File: src/rtl/action_value_agent.sv
// action_value_agent: epsilon-greedy action-value agent.
// Holds a Q-table of 2^ACTION_WIDTH signed entries. Each decision sweeps the
// whole table for the argmax (ties go to the lowest index). The chosen action
// is issued on a valid/ready stream, and the returned reward then updates the
// entry by exponential averaging with step 2^-ALPHA_SHIFT.
// Optional feature macro: ACTION_VALUE_AGENT_EPSILON_EN enables periodic
// LFSR-driven exploration (one exploratory action every EXPLORE_PERIOD).
module action_value_agent #(
    parameter int ACTION_WIDTH   = 8,
    parameter int VALUE_WIDTH    = 16,
    parameter int REWARD_WIDTH   = 8,
    parameter int ALPHA_SHIFT    = 3,
    parameter int INIT_VALUE     = -128,
    parameter int EXPLORE_PERIOD = 16,
    parameter logic [ACTION_WIDTH-1:0] SEED = '1,
    parameter logic [ACTION_WIDTH-1:0] TAPS = ACTION_WIDTH'(8'hb1)
) (
    input  logic                    clock,
    input  logic                    reset_n,
    input  logic                    reward_valid,
    input  logic [REWARD_WIDTH-1:0] reward_data,
    output logic                    reward_ready,
    output logic                    action_valid,
    output logic [ACTION_WIDTH-1:0] action_data,
    input  logic                    action_ready,
    output logic                    action_explored,
    input  logic                    greedy_only
);

    localparam int DEPTH = 1 << ACTION_WIDTH;
    localparam int IW    = ACTION_WIDTH + 1;
    localparam logic signed [VALUE_WIDTH-1:0] INIT_V = VALUE_WIDTH'(INIT_VALUE);
    localparam logic signed [VALUE_WIDTH-1:0] VMIN   = {1'b1, {(VALUE_WIDTH-1){1'b0}}};

    typedef enum logic [1:0] {
        ST_INIT,
        ST_DECIDING,
        ST_ACTUATING,
        ST_OBSERVING
    } state_t;

    state_t state_q, state_d;
    logic [IW-1:0]                  idx_q, idx_d;
    logic signed [VALUE_WIDTH-1:0]  best_q, best_d;
    logic [ACTION_WIDTH-1:0]        best_idx_q, best_idx_d;
    logic [ACTION_WIDTH-1:0]        actuation_q, actuation_d;
    logic signed [VALUE_WIDTH-1:0]  utility_q, utility_d;

    logic signed [VALUE_WIDTH-1:0]  q_mem [DEPTH];
    logic signed [VALUE_WIDTH-1:0]  rd_data_q;
    logic                           mem_we;
    logic [ACTION_WIDTH-1:0]        mem_waddr;
    logic signed [VALUE_WIDTH-1:0]  mem_wdata;

    logic                           sweep_first;
    logic                           sweep_done;
    logic [ACTION_WIDTH-1:0]        last_idx;
    logic                           cmp_gt;
    logic signed [VALUE_WIDTH-1:0]  fin_best;
    logic [ACTION_WIDTH-1:0]        fin_idx;

    logic                           explore_sel;
    logic [ACTION_WIDTH-1:0]        target_sel;
    logic signed [VALUE_WIDTH-1:0]  target_val;

    logic signed [VALUE_WIDTH:0]    reward_ext;
    logic signed [VALUE_WIDTH:0]    util_ext;
    logic signed [VALUE_WIDTH:0]    diff;
    logic signed [VALUE_WIDTH:0]    step;
    logic signed [VALUE_WIDTH:0]    sum;
    logic signed [VALUE_WIDTH-1:0]  q_new;

    assign action_valid = (state_q == ST_ACTUATING);
    assign reward_ready = (state_q == ST_OBSERVING);
    assign action_data  = actuation_q;

    // Sweep bookkeeping: rd_data_q holds the entry read one cycle earlier,
    // so its index is idx_q-1 (wrapping to DEPTH-1 on the final cycle).
    always_comb begin
        sweep_first = (idx_q == '0);
        sweep_done  = (idx_q == IW'(DEPTH));
        last_idx    = idx_q[ACTION_WIDTH-1:0] - ACTION_WIDTH'(1);
        cmp_gt      = (rd_data_q > best_q);
        fin_best    = cmp_gt ? rd_data_q : best_q;
        fin_idx     = cmp_gt ? last_idx : best_idx_q;
    end

    // Exponential-average update; the result lies between Q and R, so
    // truncation back to VALUE_WIDTH cannot overflow.
    always_comb begin
        reward_ext = {{(VALUE_WIDTH+1-REWARD_WIDTH){reward_data[REWARD_WIDTH-1]}}, reward_data};
        util_ext   = {utility_q[VALUE_WIDTH-1], utility_q};
        diff       = reward_ext - util_ext;
        step       = diff >>> ALPHA_SHIFT;
        sum        = util_ext + step;
        q_new      = sum[VALUE_WIDTH-1:0];
    end

    // Main FSM next-state, sweep datapath and table write port.
    always_comb begin
        state_d     = state_q;
        idx_d       = idx_q;
        best_d      = best_q;
        best_idx_d  = best_idx_q;
        actuation_d = actuation_q;
        utility_d   = utility_q;
        mem_we      = 1'b0;
        mem_waddr   = idx_q[ACTION_WIDTH-1:0];
        mem_wdata   = INIT_V;
        case (state_q)
            ST_INIT: begin
                mem_we = 1'b1;
                if (idx_q == IW'(DEPTH-1)) begin
                    idx_d   = '0;
                    state_d = ST_DECIDING;
                end else begin
                    idx_d = idx_q + IW'(1);
                end
            end
            ST_DECIDING: begin
                if (sweep_first) begin
                    best_d     = VMIN;
                    best_idx_d = '0;
                end else begin
                    best_d     = fin_best;
                    best_idx_d = fin_idx;
                end
                if (sweep_done) begin
                    idx_d   = '0;
                    state_d = ST_ACTUATING;
                    if (explore_sel) begin
                        actuation_d = target_sel;
                        utility_d   = target_val;
                    end else begin
                        actuation_d = fin_idx;
                        utility_d   = fin_best;
                    end
                end else begin
                    idx_d = idx_q + IW'(1);
                end
            end
            ST_ACTUATING: begin
                if (action_ready) begin
                    state_d = ST_OBSERVING;
                end
            end
            ST_OBSERVING: begin
                if (reward_valid) begin
                    mem_we    = 1'b1;
                    mem_waddr = actuation_q;
                    mem_wdata = q_new;
                    state_d   = ST_DECIDING;
                end
            end
            default: state_d = ST_INIT;
        endcase
    end

    // Main FSM and datapath registers.
    always_ff @(posedge clock or negedge reset_n) begin
        if (!reset_n) begin
            state_q     <= ST_INIT;
            idx_q       <= '0;
            best_q      <= '0;
            best_idx_q  <= '0;
            actuation_q <= '0;
            utility_q   <= '0;
        end else begin
            state_q     <= state_d;
            idx_q       <= idx_d;
            best_q      <= best_d;
            best_idx_q  <= best_idx_d;
            actuation_q <= actuation_d;
            utility_q   <= utility_d;
        end
    end

    // Q-table: one write port, one synchronous read port addressed by the sweep index.
    always_ff @(posedge clock) begin
        if (mem_we) begin
            q_mem[mem_waddr] <= mem_wdata;
        end
        rd_data_q <= q_mem[idx_q[ACTION_WIDTH-1:0]];
    end

`ifdef ACTION_VALUE_AGENT_EPSILON_EN
    localparam int CW = $clog2(EXPLORE_PERIOD);

    logic [CW-1:0]                  count_q, count_d;
    logic [ACTION_WIDTH-1:0]        lfsr_q, lfsr_d;
    logic                           explore_q, explore_d;
    logic [ACTION_WIDTH-1:0]        target_q, target_d;
    logic signed [VALUE_WIDTH-1:0]  captured_q, captured_d;
    logic                           explored_q, explored_d;

    assign explore_sel     = explore_q;
    assign target_sel      = target_q;
    // The target may be the entry arriving on the final sweep cycle.
    assign target_val      = (last_idx == target_q) ? rd_data_q : captured_q;
    assign action_explored = explored_q;

    // Exploration control: action counter, free-running LFSR, target capture.
    always_comb begin
        count_d    = count_q;
        lfsr_d     = {lfsr_q[ACTION_WIDTH-2:0], ^(lfsr_q & TAPS)};
        explore_d  = explore_q;
        target_d   = target_q;
        captured_d = captured_q;
        explored_d = explored_q;
        if (state_q == ST_DECIDING) begin
            if (sweep_first) begin
                explore_d = ~greedy_only & (count_q == CW'(EXPLORE_PERIOD-1));
                target_d  = lfsr_q;
            end else if (last_idx == target_q) begin
                captured_d = rd_data_q;
            end
            if (sweep_done) begin
                explored_d = explore_q;
            end
        end
        if ((state_q == ST_ACTUATING) && action_ready) begin
            count_d = (count_q == CW'(EXPLORE_PERIOD-1)) ? '0 : count_q + CW'(1);
        end
    end

    // Exploration registers.
    always_ff @(posedge clock or negedge reset_n) begin
        if (!reset_n) begin
            count_q    <= '0;
            lfsr_q     <= SEED;
            explore_q  <= 1'b0;
            target_q   <= '0;
            captured_q <= '0;
            explored_q <= 1'b0;
        end else begin
            count_q    <= count_d;
            lfsr_q     <= lfsr_d;
            explore_q  <= explore_d;
            target_q   <= target_d;
            captured_q <= captured_d;
            explored_q <= explored_d;
        end
    end
`else
    logic unused_eps;

    assign explore_sel     = 1'b0;
    assign target_sel      = '0;
    assign target_val      = '0;
    assign action_explored = 1'b0;
    assign unused_eps      = greedy_only ^ (^SEED) ^ (^TAPS) ^ EXPLORE_PERIOD[0];
`endif

endmodule

File: config.mk
export PLATFORM = sky130hd
export DESIGN_NAME = action_value_agent
export DESIGN_NICKNAME = d
export VERILOG_FILES = /design/src/rtl/action_value_agent.sv
export SDC_FILE = /design/constraint.sdc
export NUM_CORES = 2
export LEC_CHECK = 0
export CAP_MARGIN = 20
export CORE_ASPECT_RATIO = 0.6
export CORE_MARGIN = 4
export CORE_UTILIZATION = 51
export CTS_CLUSTER_DIAMETER = 60
export DETAILED_ROUTE_END_ITERATION = 6
export GPL_TIMING_DRIVEN = 0
export PLACE_DENSITY = 0.66
export SLEW_MARGIN = 20
export SYNTH_ARGS = -nofsm -noshare
export SYNTH_HDL_FRONTEND = slang
export SYNTH_SLANG_ARGS = --single-unit
File: constraint.sdc
create_clock -name clock -period 20.2 [get_ports clock]
set_clock_uncertainty 0.1 [all_clocks]
set_input_delay 5.05 -clock clock [delete_from_list [all_inputs] [get_ports clock]]
set_output_delay 5.05 -clock clock [all_outputs]
set_load 0.01 [all_outputs]
## Yosys cells after proc, flatten, opt, wreduce, memory -nomap -nowiden

Memories as Yosys holds them, arrays and structs flattened. A register that Yosys moved wholly into a read port is not among the register bits.
Index checks and enable logic that the tools add are counted.

| word-level totals | value |
|---|---|
| bits in registers | 59 |
| bits of input ports | 13 |
| memory bits (writable) | 4096 |
| word-level logic and storage cells | 46 |
| memories | 1 |

Memory list:

| memory | words | bits a word | rd ports | clocked after memory_dff | write ports | RTL line | RTL |
|---|---|---|---|---|---|---|---|
| q_mem | 256 | 16 | 1 | 1 | 1 | 49 | `logic signed [VALUE_WIDTH-1:0] q_mem [DEPTH];` |

| cells by class | value |
|---|---|
| reduce and logical (&&, ||, !) cells | 5 |
| multiplexer cells | 20 |
| order comparisons | 1 |
| add/sub/neg operators | 4 |
| equality and inequality tests | 9 |

Operators by type and width:

| cell | number |
|---|---|
| 2-to-1 mux 16 bit | 4 |
| 2-to-1 mux 8 bit | 4 |
| 2-to-1 mux 9 bit | 2 |
| case mux 9 bit (2 select lines) | 1 |
| subtractor 8 x 16 -> 17 bit | 1 |
| adder 16 x 14 -> 16 bit | 1 |
| > comparator 16 bit | 1 |
| adder 9 x 1 -> 9 bit, second input constant | 1 |
| equality test 9 x 8 -> 1 bit, second input constant | 1 |
| equality test 9 bit, second input constant | 1 |
| logical NOT 9 bit | 1 |
| 2-to-1 mux 2 bit | 4 |
| case mux 2 bit (4 select lines) | 1 |
| subtractor 8 x 1 -> 8 bit, second input constant | 1 |
| inequality test 2 bit, second input constant | 3 |
| equality test 2 bit, second input constant | 2 |
| AND reduction 4 bit | 1 |
| 2-to-1 mux 1 bit | 3 |
| equality test 2 x 1 -> 1 bit, second input constant | 1 |
| logical NOT 2 bit | 1 |
| inequality test 2 x 1 -> 1 bit, second input constant | 1 |
| case mux 1 bit (2 select lines) | 1 |
| AND reduction 2 bit | 1 |
| nonzero test 2 bit | 1 |

## Longest topological paths before layout

| depth | value |
|---|---|
| word-level depth | 4 |
| depth in mapped cells | 19 |
| mapped depth without buffers | 19 |

## Worst setup path after synthesis

No wires, ideal clock.

| timing path | value |
|---|---|
| kind | in2reg |
| from | input port reward_data[2] |
| to | memory q_mem[0][3] (data pin) |
| data arrival time | 16440 ps |
| stages on the path | 10 |
| buffers on the path | 0 |
| library setup time | 2100 ps |
| setup slack | 1560 ps |
| cells stage by stage | ha_1 -> a21o_1 -> a31oi_1 -> inv_1 -> a21oi_1 -> xnor2_1 -> ha_1 -> a211oi_1 -> nor2_1 -> nor3_1 |

| on the way | value |
|---|---|
| cells in the longest elaborated chain, start to end | 4 |

Ends and longest elaborated chain:

| what | RTL line | RTL |
|---|---|---|
| start, declared | 21 | `input logic [REWARD_WIDTH-1:0] reward_data,` |
| subtractor 8 x 16 -> 17 bit | 93 | `diff = reward_ext - util_ext;` |
| adder 16 x 14 -> 16 bit | 95 | `sum = util_ext + step;` |
| 2-to-1 mux 16 bit | 148 | `if (reward_valid) begin` |
| 2-to-1 mux 16 bit | 110 | `case (state_q)` |
| via mem_wdata[3] | 53 | `logic signed [VALUE_WIDTH-1:0] mem_wdata;` |
| end, declared | 49 |  |

The timed path passes the listed nets, and every way through them passes these cells.

## Worst setup path after layout

| timing path | value |
|---|---|
| from | input port reward_data[2] |
| to | memory q_mem[77][15] (data pin) |

Same word-level chain as after synthesis.

==> flow_summary.yaml <==
cells_and_area:
  post-route-util: 0.589
  layout_commonest_cell: "edfxtp_1"
  final_cell_mix: "4096 x edfxtp_1, 1273 x mux4_2, 375 x clkbuf_16"
  finalInstanceArea_um2: 185000
  drive_above_1_share: 0.330
  final_cells: 12026
  nNetsFinal: 7606
  area_growth_pct: 14.6
clock_tree:
  cts_root_buffer: "clkbuf_16"
  ctsResizeCount: 0
  htreeDepth: 5
  insertion_delay_ns: 0.94
  cts_setup_buffers: 0
  clk_pin_slew_worst_paths_ns: 0.06
  clock_sinks: 4171
  numCtsBuffers: 365
  cts_tree: "done"
  hold_buffers: 0
  cts_buffer_depth: 4
routing:
  ant_nets: 0
  drc: 32
  detail_route.iter0.violations: 15438
  wirelength_um: 494000
  firstDrtPassIters: 7
  vias: 82378
  wl_per_cell_um: 41.1
  viasPerCell: 6.85
power:
  ir_worst_vdd_v: 0.0000968
  leakage_nw: 56.9
  cellPowerDensity_nw_per_um2: 140
min_path:
  worstHoldPathType: "reg2reg"
  holdPathStages: 2
  holdPathEnd: "best_q[15]$_DFFE_PN0P_"
  min-delay-start: "rd_data_q[15]$_DFF_P_"
synth:
  synth_area_leaders: "edfxtp_1 76%, mux4_2 18%, dfrtp_1 0.92%, nor2_1 0.70%, clkbuf_1 0.45%"
  synthDistinctLibCells: 59
  synth_seq_cells: 4171
  synth_nets: 6929
  synth_ff_type: "edfxtp_1"
  synth_edf_count: 4096
  synth_top_cell_area_share: 0.762
  ys.warnings.count: 0
  synth_cells: 6857
  ys_seq_area_frac: 0.774
  avgSynthCellArea_um2: 23.5
  ys_async_sr_fraction: 0.0141
  netlist_area_um2: 161000
  yosys.area.top_type: "edfxtp_1"
critical_path:
  critPathMaxStageDelay_ns: 0.57
  ff2ff_path_depth: 10
  crit_slowest_cell: "clkdlybuf4s50_1"
  r2r_start: "idx_q[1]$_DFFE_PN0P_"
  setup.worst_path.start_class: "input pin"
  r2r_slack_ns: 12.39
  path_class: "in2reg"
  cp.arrival_ns: 10.89
  path_cells: "clkdlybuf4s50_1 > ha_1 > a21o_1 > a31oi_1 > o211ai_1 > a31oi_1 > o21ai_0 > and2_1 > o311ai_0 > xnor2_1 > ha_1 > or3_1 > o211ai_1 > o21ai_0 > xnor2_1 > nand2_4 > buf_12 > buf_16"
  crit_family: "compound AO/OA/AOI/OAI gates"
  crit_buf_inv: 3
  reg2reg_to: "q_mem[127][9]$_DFFE_PP_"
  end_kind: "flop"
  cp_max_fo: 81
  cp.required_ns: 20.71
floorplan:
  die_width_um: 734
  die_h_um: 444
  die_area_um2: 326000
  initial_core_util: 0.514
  core.rowCount: 159
  core_um2: 314000
  io_pins: 24
timing:
  max_freq_mhz: 96.3
  relSlewSlack: 0.152
  hold_viol: 0
  rsz0062_at_grt: "no"
  min_period_ns: 10.38
  period_share: 0.514
  finalSetupViolCount: 0
  worstMarginPinSlew_ns: 1.26
  maxSlewViolCount: 0
placed_design:
  dpl_cell_area_um2: 173000
  dp_cells: 11349
  port_buffers: 21
  dp_hpwl_um: 347000
  globalplace.congestion: 1.01
grt:
  grt_pass1_vias: 77380
  grt_usage: 0.303
  grt_max_degree: 82
  antenna_found_initial: 25
  gr-total-overflow: 0
  grt_pass1_wl_um: 669000
run_status:
  status: "finished with violations"
  violations: "design-rule violations"
run:
  max_cap_violations: 0
## flip-flops by register name, summed over array words and instances (netlist names)
| signal | count |
|---|---|
| action_data | 8 |
| best_idx_q | 8 |
| best_q | 16 |
| idx_q | 9 |
| q_mem | 4096 |
| rd_data_q | 16 |
| state_q | 2 |
| utility_q | 16 |
## metal layers
layer | global-route usage | share of wire | vias to the layer above
li1 | - | - | 30816
met1 | 0.458 | 0.39 | 44286
met2 | 0.376 | 0.39 | 6472
met3 | 0.170 | 0.19 | 794
met4 | 0.0758 | 0.028 | 10
met5 | 0.0114 | 0.0013 | -
## synth_stat cells (47+ instances only)
library cell  instances
buf_1                47
inv_1                51
a22o_1               52
dfrtp_1              59
o21ai_0              51
ha_1                 58
clkbuf_1            195
a22oi_1              61
nor2_1              300
nand2_1             129
mux4_2             1273
buf_2               105
edfxtp_1           4096
## how the worst max path moves through the flow
| stage | cells past startpoint | to | from | slack [ns] |
|---|---|---|---|---|
| 2_1_floorplan | 10 | q_mem[0][3]$_DFFE_PP_ | reward_data[2] | 1.56 |
| 3_3_place_gp | 11 | q_mem[166][3]$_DFFE_PP_ | reward_data[2] | -12.12 |
| 3_5_place_dp | 18 | q_mem[72][15]$_DFFE_PP_ | reward_data[2] | 9.00 |
| 4_1_cts | 18 | q_mem[77][15]$_DFFE_PP_ | reward_data[2] | 9.94 |
| 5_1_grt | 18 | q_mem[87][15]$_DFFE_PP_ | reward_data[2] | 9.48 |
| 6_report | 18 | q_mem[77][15]$_DFFE_PP_ | reward_data[2] | 9.82 |
## cell type report
type,count,area (um2)
well taps,4186,5240
multi-input cells,2254,36100
inverters,52,195
flip-flops and latches,4171,125000
plain buffers,380,1880
repair buffers,310,5060
clock buffers,443,9640
diodes,21,52.6
fillers,21696,129000
clock inverters,209,1840
## through the flow
stage	hold WS, ns	TNS, ns	worst slack [ns]	power, mW
after floorplan	0.355	0	1.56	14.8
after global placement	0.370	-9644.10	-12.12	18.6
after detailed placement	0.383	0	9.00	18.7
after CTS	0.399	0	9.94	25.5
after global routing	0.411	0	9.48	26.4
final	0.407	0	9.82	25.8
## power breakdown
part           internal [mW]  switching [mW]
clock                   3.77            3.16
sequential              9.87          0.0473
combinational           3.23            5.73
## cells by family (layout without fill, tap and decap cells)
group / after synthesis / count (layout) / synth area share
flops: 4171 / 4171 / 0.774
compound gates: 313 / 313 / 0.0140
buf+inv: 432 / 1394 / 0.0121
xor+xnor: 34 / 34 / 0.00185
fa+ha+maj: 59 / 59 / 0.00462
mux: 1306 / 1306 / 0.180
simple gates: 541 / 541 / 0.0141
other cells: 1 / 22 / 0.0000232
## tightest hold or removal path, cell delays in order, from the launching register on
cell,delay (ns)
dfxtp_1,0.33
inv_1,0.06
a22oi_1,0.07
Power figures use the tool's default switching activity.
